--- config.mk ---
export PLATFORM = sky130hd
export DESIGN_NAME = inst_prefetch_queue_flat
export DESIGN_NICKNAME = d
export VERILOG_FILES = /design/src/rtl/inst_prefetch_queue_if.sv /design/src/rtl/inst_prefetch_queue.sv /design/src/flat_wrapper.sv
export SDC_FILE = /design/constraint.sdc
export NUM_CORES = 1
export LEC_CHECK = 0
export CAP_MARGIN = 20
export CORE_ASPECT_RATIO = 0.75
export CORE_MARGIN = 5
export CORE_UTILIZATION = 45
export CTS_CLUSTER_SIZE = 28
export DETAILED_ROUTE_END_ITERATION = 10
export HOLD_SLACK_MARGIN = 0.08
export PLACE_DENSITY = 0.69
export SETUP_SLACK_MARGIN = 0.2
export SLEW_MARGIN = 25
export SYNTH_ARGS = -nofsm -noshare
export SYNTH_HDL_FRONTEND = slang
export SYNTH_SLANG_ARGS = --single-unit
export TNS_END_PERCENT = 50
--- constraint.sdc ---
create_clock -name clk -period 5.85 [get_ports clk]
set_input_delay 0.8775 -clock clk [delete_from_list [all_inputs] [get_ports clk]]
set_output_delay 0.8775 -clock clk [all_outputs]
set_load 0.02 [all_outputs]
--- src/rtl/inst_prefetch_queue_if.sv ---
// Fetch-stage bus: the memory request/response channel, the redirect
// request and the decode-side instruction handshake.
// master: the prefetch queue.  slave: memory plus decoder side.
interface inst_prefetch_queue_if;
  logic        mem_req_valid;
  logic [63:0] mem_req_addr;
  logic        mem_req_ready;
  logic        mem_rsp_valid;
  logic [31:0] mem_rsp_data;
  logic        redirect;
  logic [63:0] redirect_pc;
  logic        inst_valid;
  logic [31:0] inst_word;
  logic [63:0] inst_pc;
  logic        inst_ready;

  modport master (
    output mem_req_valid,
    output mem_req_addr,
    input  mem_req_ready,
    input  mem_rsp_valid,
    input  mem_rsp_data,
    input  redirect,
    input  redirect_pc,
    output inst_valid,
    output inst_word,
    output inst_pc,
    input  inst_ready
  );

  modport slave (
    input  mem_req_valid,
    input  mem_req_addr,
    output mem_req_ready,
    output mem_rsp_valid,
    output mem_rsp_data,
    output redirect,
    output redirect_pc,
    input  inst_valid,
    input  inst_word,
    input  inst_pc,
    output inst_ready
  );
endinterface

--- src/rtl/inst_prefetch_queue.sv ---
// Instruction prefetch queue: issues sequential 32-bit fetches, buffers the
// returned words with their PCs, and hands them to decode in order.
// A redirect flushes the queue and discards responses still in flight.
// Optional statistics counters are enabled with INST_PREFETCH_STATS_EN.
module inst_prefetch_queue #(
  parameter int unsigned DEPTH    = 4,
  parameter logic [63:0] RESET_PC = 64'h2000,
  parameter int unsigned CNT_W    = $clog2(DEPTH) + 1
) (
  input  logic                  clk,
  input  logic                  rst,
  inst_prefetch_queue_if.master bus,
  output logic [CNT_W-1:0]      occupancy
`ifdef INST_PREFETCH_STATS_EN
  ,
  output logic [31:0]           stat_fetched,
  output logic [31:0]           stat_discarded,
  output logic [31:0]           stat_stall_cycles
`endif
);

  localparam int unsigned PTR_W = $clog2(DEPTH);
  localparam logic [CNT_W:0] DEPTH_W = (CNT_W + 1)'(DEPTH);

  typedef enum logic [0:0] {StRun, StFlush} state_e;

  state_e           state_q, state_d;
  logic [63:0]      fetch_pc_q, fetch_pc_d;
  logic [63:0]      rsp_pc_q, rsp_pc_d;
  logic [CNT_W-1:0] occ_q, occ_d;
  logic [CNT_W-1:0] outst_q, outst_d;
  logic [CNT_W-1:0] discard_q, discard_d;
  logic [CNT_W-1:0] pending;
  logic [PTR_W-1:0] head_q, head_d;
  logic [PTR_W-1:0] tail_q, tail_d;

  logic [31:0] word_mem [DEPTH];
  logic [63:0] pc_mem   [DEPTH];

  logic           req_fire;
  logic           push;
  logic           pop;
  logic [CNT_W:0] credit_used;

  // Credits cover both buffered entries and requests still in flight, so
  // every accepted request is guaranteed a free slot when it returns.
  always_comb begin
    credit_used       = {1'b0, occ_q} + {1'b0, outst_q};
    bus.mem_req_valid = !rst && (state_q == StRun) && !bus.redirect &&
                        (credit_used < DEPTH_W);
    bus.mem_req_addr  = fetch_pc_q;
    req_fire          = bus.mem_req_valid && bus.mem_req_ready;
    bus.inst_valid    = !rst && (occ_q != '0);
    bus.inst_word     = bus.inst_valid ? word_mem[head_q] : '0;
    bus.inst_pc       = bus.inst_valid ? pc_mem[head_q] : '0;
    occupancy         = occ_q;
    // A response without a matching outstanding request is ignored.
    push              = !bus.redirect && (state_q == StRun) && bus.mem_rsp_valid &&
                        (outst_q != '0);
    pop               = !bus.redirect && bus.inst_valid && bus.inst_ready;
  end

  // Next-state: normal fetch/fill/drain, then redirect overrides everything.
  always_comb begin
    state_d    = state_q;
    fetch_pc_d = fetch_pc_q;
    rsp_pc_d   = rsp_pc_q;
    occ_d      = occ_q;
    outst_d    = outst_q;
    discard_d  = discard_q;
    head_d     = head_q;
    tail_d     = tail_q;
    pending    = discard_q + outst_q;

    unique case (state_q)
      StRun: begin
        if (req_fire) fetch_pc_d = fetch_pc_q + 64'd4;
        if (push) begin
          tail_d   = tail_q + PTR_W'(1);
          rsp_pc_d = rsp_pc_q + 64'd4;
        end
        outst_d = outst_q + CNT_W'(req_fire) - CNT_W'(push);
      end
      StFlush: begin
        if (bus.mem_rsp_valid && (discard_q != '0)) discard_d = discard_q - CNT_W'(1);
        if (discard_d == '0) state_d = StRun;
      end
      default: state_d = StRun;
    endcase

    occ_d = occ_q + CNT_W'(push) - CNT_W'(pop);
    if (pop) head_d = head_q + PTR_W'(1);

    if (bus.redirect) begin
      occ_d      = '0;
      head_d     = '0;
      tail_d     = '0;
      fetch_pc_d = bus.redirect_pc;
      rsp_pc_d   = bus.redirect_pc;
      outst_d    = '0;
      // Everything in flight becomes stale; a response arriving now is one
      // of them and is dropped immediately.
      discard_d  = (bus.mem_rsp_valid && (pending != '0)) ? pending - CNT_W'(1) : pending;
      state_d    = (discard_d != '0) ? StFlush : StRun;
    end
  end

  // Control state registers with synchronous reset.
  always_ff @(posedge clk) begin
    if (rst) begin
      state_q    <= StRun;
      fetch_pc_q <= RESET_PC;
      rsp_pc_q   <= RESET_PC;
      occ_q      <= '0;
      outst_q    <= '0;
      discard_q  <= '0;
      head_q     <= '0;
      tail_q     <= '0;
    end else begin
      state_q    <= state_d;
      fetch_pc_q <= fetch_pc_d;
      rsp_pc_q   <= rsp_pc_d;
      occ_q      <= occ_d;
      outst_q    <= outst_d;
      discard_q  <= discard_d;
      head_q     <= head_d;
      tail_q     <= tail_d;
    end
  end

  // Queue storage: written at the tail on every accepted response.
  always_ff @(posedge clk) begin
    if (!rst && push) begin
      word_mem[tail_q] <= bus.mem_rsp_data;
      pc_mem[tail_q]   <= rsp_pc_q;
    end
  end

`ifdef INST_PREFETCH_STATS_EN
  logic rsp_drop;

  // Responses thrown away either in the redirect cycle or while flushing.
  always_comb begin
    rsp_drop = 1'b0;
    if (bus.mem_rsp_valid) begin
      if (bus.redirect) rsp_drop = (pending != '0);
      else              rsp_drop = (state_q == StFlush) && (discard_q != '0);
    end
  end

  // Saturating event counters.
  always_ff @(posedge clk) begin
    if (rst) begin
      stat_fetched      <= '0;
      stat_discarded    <= '0;
      stat_stall_cycles <= '0;
    end else begin
      if (req_fire && (stat_fetched != '1)) stat_fetched <= stat_fetched + 32'd1;
      if (rsp_drop && (stat_discarded != '1)) stat_discarded <= stat_discarded + 32'd1;
      if ((state_q == StRun) && !bus.inst_valid && bus.inst_ready &&
          (stat_stall_cycles != '1)) begin
        stat_stall_cycles <= stat_stall_cycles + 32'd1;
      end
    end
  end
`endif

  // A response nobody asked for is a memory-side protocol violation.
  a_rsp_expected: assert property (@(posedge clk) disable iff (rst)
    !(bus.mem_rsp_valid && (outst_q == '0) && (discard_q == '0)));

endmodule

--- src/flat_wrapper.sv ---
// flat-port wrapper written by rule: the top's interface ports become plain ports
module inst_prefetch_queue_flat 
#(
  parameter int unsigned DEPTH    = 4,
  parameter logic [63:0] RESET_PC = 64'h2000,
  parameter int unsigned CNT_W    = $clog2(DEPTH) + 1
)
  (clk, rst, occupancy, bus_mem_req_valid, bus_mem_req_addr, bus_mem_req_ready, bus_mem_rsp_valid, bus_mem_rsp_data, bus_redirect, bus_redirect_pc, bus_inst_valid, bus_inst_word, bus_inst_pc, bus_inst_ready);
  inst_prefetch_queue_if bus_i ();
  input  logic clk;
  input  logic rst;
  output logic [CNT_W-1:0] occupancy;
  output wire logic [$bits(bus_i.mem_req_valid)-1:0] bus_mem_req_valid;
  output wire logic [$bits(bus_i.mem_req_addr)-1:0] bus_mem_req_addr;
  input wire logic [$bits(bus_i.mem_req_ready)-1:0] bus_mem_req_ready;
  input wire logic [$bits(bus_i.mem_rsp_valid)-1:0] bus_mem_rsp_valid;
  input wire logic [$bits(bus_i.mem_rsp_data)-1:0] bus_mem_rsp_data;
  input wire logic [$bits(bus_i.redirect)-1:0] bus_redirect;
  input wire logic [$bits(bus_i.redirect_pc)-1:0] bus_redirect_pc;
  output wire logic [$bits(bus_i.inst_valid)-1:0] bus_inst_valid;
  output wire logic [$bits(bus_i.inst_word)-1:0] bus_inst_word;
  output wire logic [$bits(bus_i.inst_pc)-1:0] bus_inst_pc;
  input wire logic [$bits(bus_i.inst_ready)-1:0] bus_inst_ready;
  assign bus_mem_req_valid = bus_i.mem_req_valid;
  assign bus_mem_req_addr = bus_i.mem_req_addr;
  assign bus_i.mem_req_ready = bus_mem_req_ready;
  assign bus_i.mem_rsp_valid = bus_mem_rsp_valid;
  assign bus_i.mem_rsp_data = bus_mem_rsp_data;
  assign bus_i.redirect = bus_redirect;
  assign bus_i.redirect_pc = bus_redirect_pc;
  assign bus_inst_valid = bus_i.inst_valid;
  assign bus_inst_word = bus_i.inst_word;
  assign bus_inst_pc = bus_i.inst_pc;
  assign bus_i.inst_ready = bus_inst_ready;
  inst_prefetch_queue #(.DEPTH(DEPTH), .RESET_PC(RESET_PC), .CNT_W(CNT_W)) u_core (.clk(clk), .rst(rst), .bus(bus_i), .occupancy(occupancy));
endmodule
# --- Word level (Yosys, flattened, before mapping) ---
# Memories as Yosys holds them, arrays and structs flattened. A register that Yosys moved wholly into a read port is not among the register bits.
# Cells that the tools add are included.
op_classes:
  n_eq_ne: 1
  n_bitwise: 1
  add_sub_neg: 12
  mux: 23
  reduce_logical: 28
  n_lt_le_gt_ge: 1
op_table:
  columns: ["op", "count"]
  rows:
  - ["$mux 64", 7]
  - ["$add 64x3->64 const B", 2]
  - ["$mux 32", 1]
  - ["$mux 3", 5]
  - ["$reduce_bool 3->1", 5]
  - ["$logic_and 1x1->1", 13]
  - ["$mux 2", 4]
  - ["$add 3x1->3", 2]
  - ["$mux 1", 6]
  - ["$reduce_and 2->1", 3]
  - ["$reduce_bool 2->1", 3]
  - ["$sub 3x1->3", 2]
  - ["$sub 3x1->3 const B", 2]
  - ["$add 2x1->2 const B", 2]
  - ["$add 3x3->4", 1]
  - ["$lt 4x3->1 const B", 1]
  - ["$add 3x3->3", 1]
  - ["$logic_not 3->1", 1]
  - ["$logic_not 1->1", 2]
  - ["$ne 2x2->1 const B", 1]
  - ["$reduce_or 2->1", 1]
  - ["$not 1->1", 1]
totals:
  regBits: 142
  wordCells: 76
  memories: 2
  ram_bits: 384
mem_list:
  columns: ["memory", "depth", "width", "read_ports", "rd_clocked_by_memory_dff", "wr", "line", "rtl"]
  rows:
  - ["u_core.pc_mem", 4, 64, 1, 1, 1, "inst_prefetch_queue.sv:38", "logic [63:0] pc_mem [DEPTH];"]
  - ["u_core.word_mem", 4, 32, 1, 1, 1, "inst_prefetch_queue.sv:37", "logic [31:0] word_mem [DEPTH];"]

# --- Logic depth before layout (Yosys ltp) ---
logic_depth:
  ltp_word: 8
  mapped_depth: 14
  ltp_nobuf: 11

# --- Worst setup path after synthesis ---
# Ideal clock, no wire load.
synth_timing:
  path_kind: "input to register"
  startpoint: "input port bus_mem_rsp_valid"
  endpoint: "memory u_core.pc_mem[0][0] (enable)"
  arrival_time_ps: 4476
  slack_ps: 907
  n_path_buf: 3
  stages: 7
  setup_ps: 466
  cell_sequence: "o31ai_1 or3_1 inv_1 buf_2 buf_1 clkbuf_1 and3_1"
synth_via:
  elab_chain_cells: 5
synth_lines:
  columns: ["item", "line", "rtl"]
  rows:
  - ["from (decl)", "flat_wrapper.sv:16", "input wire logic [$bits(bus_i.mem_rsp_valid)-1:0] bus_mem_rsp_valid;"]
  - ["$logic_and 1x1->1 (2 in series)", "inst_prefetch_queue.sv:58", "push = !bus.redirect && (state_q == StRun) && bus.mem_rsp_valid &&"]
  - ["$logic_and 1x1->1", "inst_prefetch_queue.sv:133", "if (!rst && push) begin"]
  - ["$mux 1", "inst_prefetch_queue.sv:133", null]
  - ["$mux 1 (implied by the code)", "inst_prefetch_queue.sv:135", "pc_mem[tail_q] <= rsp_pc_q;"]
  - ["to (decl)", "inst_prefetch_queue.sv:38", null]
# No other way between the ends.

==> impl_metrics.py <==
metrics = {
    "floorplan": {
        "core_area_um2": 50280,
        "ios": 267,
        "dieArea_um2": 55580,
        "rows": 71,
        "die_w_um": 270.6,
        "die_h_um": 205.4,
        "start_util_pct": 45.58,
    },
    "yosys": {
        "synth_mux_area_share_pct": 10.13,
        "synth_compound_area_share_pct": 7.770,
        "ys_ff_latch": 528,
        "synth_xor_area_share_pct": 2.331,
        "synth_cell_types": 71,
        "synth_top_family_by_area": "simple AND/OR/NAND/NOR gates",
        "syn_inst": 1690,
        "async_flop_share_pct": 0,
        "synthAdderAreaFrac_pct": 1.190,
        "ys.warnings.count": 0,
        "synth_edf_count": 384,
        "yosysSeqAreaShare_pct": 62.90,
        "synth-simple-area-share_pct": 13.23,
        "synth-main-ff-cell": "edfxtp_1",
        "synthesis.nets": 1812,
        "synth_area_per_cell_um2": 13.56,
        "syn_area_um2": 22920,
    },
    "worst_hold_path": {
        "hold_path.class": "reg -> reg",
        "hold_depth": 2,
        "worstHoldStart": "u_core.bus.mem_req_addr[0]",
        "hold_end": "u_core.bus.mem_req_addr[0]",
    },
    "clock_tree": {
        "clk_pin_slew_ps": 60,
        "insertion_delay_ps": 580,
        "ctsResizeCount": 0,
        "cts_root_buffer": "clkbuf_16",
        "htreeDepth": 2,
        "cts_hold_buf": 0,
        "clkSinkCount": 528,
        "cts_made_buffers": 50,
        "cts_max_path_buffers": 3,
        "cts_tree": "yes",
        "postCtsSetupBuffers": 0,
    },
    "global_routing": {
        "grt_max_degree": 73,
        "antenna_found_initial": 4,
        "grt_pass1_wl_mm": 91.43,
        "grt_pass1_vias": 14910,
        "grt_usage_pct": 21.28,
        "grt_overflow": 0,
    },
    "drt": {
        "vias": 15660,
        "firstDrtPassIters": 6,
        "via_per_inst": 5.967,
        "drt_iter0_markers": 1955,
        "wl_per_cell_um": 23.24,
        "routed_wl_mm": 60.99,
        "ant_nets": 0,
        "drc": 0,
    },
    "layout": {
        "diodes": 0,
        "nets": 2050,
        "final_common_cell": "edfxtp_1",
        "drive_above_1_share_pct": 11.34,
        "area_growth_pct": 20.65,
        "fin_area_um2": 27650,
        "most-common-layout-cells": "384 x edfxtp_1, 264 x clkdlybuf4s50_1, 142 x dfxtp_1, 111 x nand2_1, 109 x and2_1",
    },
    "sta": {
        "max_slew.worst_pin.slew_ps": 985.4,
        "relSlewSlack_pct": 34.31,
        "tns_ps": 0,
        "fmax_mhz": 237.4,
        "clock_skew_ps": 11.49,
        "finalSetupViolCount": 0,
        "fin_crit_ps": 4213,
        "hold_viol_final": 0,
        "finalCritPeriodShare_pct": 72.01,
        "drv_slew": 0,
        "rsz0062_at_grt": "no",
    },
    "placed_design": {
        "hpwl_mm": 41.58,
        "portBuffers": 266,
        "place_area_um2": 26130,
        "gp_congestion": 0.9239,
    },
    "worst_setup_path": {
        "critical_path.endpoint_type": "output pin",
        "cpPeakStageDelay_ps": 810,
        "arrival_ps": 3340,
        "r2r_cells": 12,
        "critical_path_class": "reg -> out",
        "timing.rr.start": "u_core.outst_q[2]",
        "cp_num_buf_inv": 2,
        "cp_top_family": "buffers and inverters",
        "r2r_setup_slack_ps": 2460,
        "timing.rr.end": "u_core.outst_q[2]",
        "startpoint_type": "flip-flop",
        "cp_slowest_cell": "dfxtp_4",
        "crit_fanout": 35,
        "crit_chain": "buf_4, mux4_2, and2_1, clkdlybuf4s50_1",
        "required_ps": 4970,
    },
    "run_status": {
        "status": "finished clean",
    },
    "power_and_ir_drop": {
        "power.density_nw_per_um2": 282.7,
        "leakage_nw": 8.936,
        "ir_drop_mv": 0.1817,
        "p_total_w": 0.007817,
    },
    "flow_run": {
        "maxCapViolCount": 0,
    },
}
-- how the worst max path moves through the flow --
stage | depth (start not counted) | slack, ps | end
floorplan | 7 | 910 | u_core.pc_mem[0][0]
global placement | 13 | 1770 | u_core.outst_q[2]
detailed placement | 6 | 1710 | u_core.word_mem[1][15]
CTS | 4 | 1500 | bus_inst_pc[0]
global route | 4 | 1370 | bus_inst_pc[0]
finish | 4 | 1640 | bus_inst_pc[0]
-- cells by family after synthesis --
family / count (synthesis)
buffers and inverters: 127
adder cells (fa/ha/maj): 20
AND/OR/NAND/NOR: 560
AO/OA/AOI/OAI: 283
XOR/XNOR: 61
multiplexers: 111
flip-flops: 528
-- layout make-up --
type / count / area, um^2
Inverter: 27 / 101.3
Timing Repair Buffer: 286 / 2818
Multi-Input combinational cell: 1035 / 7971
Clock buffer: 61 / 1292
Clock inverter: 30 / 221.5
Sequential cell: 528 / 14420
Fill cell: 4080 / 22630
Tap cell: 657 / 822.0
-- layer usage --
metal	vias to the layer above	part of all wire, %	track usage (%)
li1	6972	-	-
met1	7775	46	33.61
met2	834	43	30.68
met3	77	10	4.500
met4	0	1.6	4.041
met5	-	0	0
-- cell usage after synthesis (7+ instances only) --
library cell    n  area share, %
inv_1          25           0.41
nand2_1       111            1.8
clkbuf_1       71            1.2
o21a_1          9           0.29
and2_1        109            3.0
nand4_1        48            1.3
nor4_1         15           0.41
o22ai_1        16           0.44
a211oi_1       21           0.69
xnor2_1        32            1.2
buf_2           9           0.20
xor2_1         29            1.1
mux2i_1         7           0.31
o21ai_0        55            1.2
mux2_2          8           0.39
nand3_1        51            1.1
mux4_2         96            9.4
nor2_1        104            1.7
dfxtp_1       144             13
buf_1          12           0.20
or3_1           8           0.22
and4_1         15           0.57
a22oi_1        20           0.66
ha_1           17           0.93
nor3_1         32           0.70
a31oi_1        40            1.1
a21oi_1        72            1.6
edfxtp_1      384             50
a21boi_0       11           0.36
and3_1         34           0.93
-- tightest hold or removal path, cell delays in order (launching register included) --
cell and delay (ps):
dfxtp_1 310, nand2_1 50, a21oi_1 50
-- power by group --
group          internal [W]  leakage, nW  switching, W
registers           0.00408         4.69      0.000149
logic              0.000243         3.50      0.000296
clock network       0.00167        0.745       0.00138
total               0.00599         8.94       0.00183
-- flip-flops by register name (all words and copies together), names as in the netlist, named ones only --
signal / count
u_core.word_mem: 128
u_core.occupancy: 3
u_core.tail_q: 2
u_core.state_q: 1
u_core.head_q: 2
u_core.pc_mem: 256
u_core.discard_q: 3
u_core.bus.mem_req_addr: 64
u_core.outst_q: 3
u_core.rsp_pc_q: 64
-- metrics by stage --
| step | std cells | utilization, % | setup WS [ps] | hold WS (ps) |
|---|---|---|---|---|
| floorplan | 1690 | - | 907.3 | 449.6 |
| global placement | 2533 | 51.97 | 1771 | 449.0 |
| detailed placement | 2533 | 51.98 | 1715 | 461.6 |
| CTS | 2624 | 54.99 | 1499 | 473.7 |
| global route | 2624 | 54.99 | 1369 | 507.6 |
| finish | 2624 | 54.99 | 1637 | 465.0 |
No activity file was read; power rests on OpenSTA's default activity.
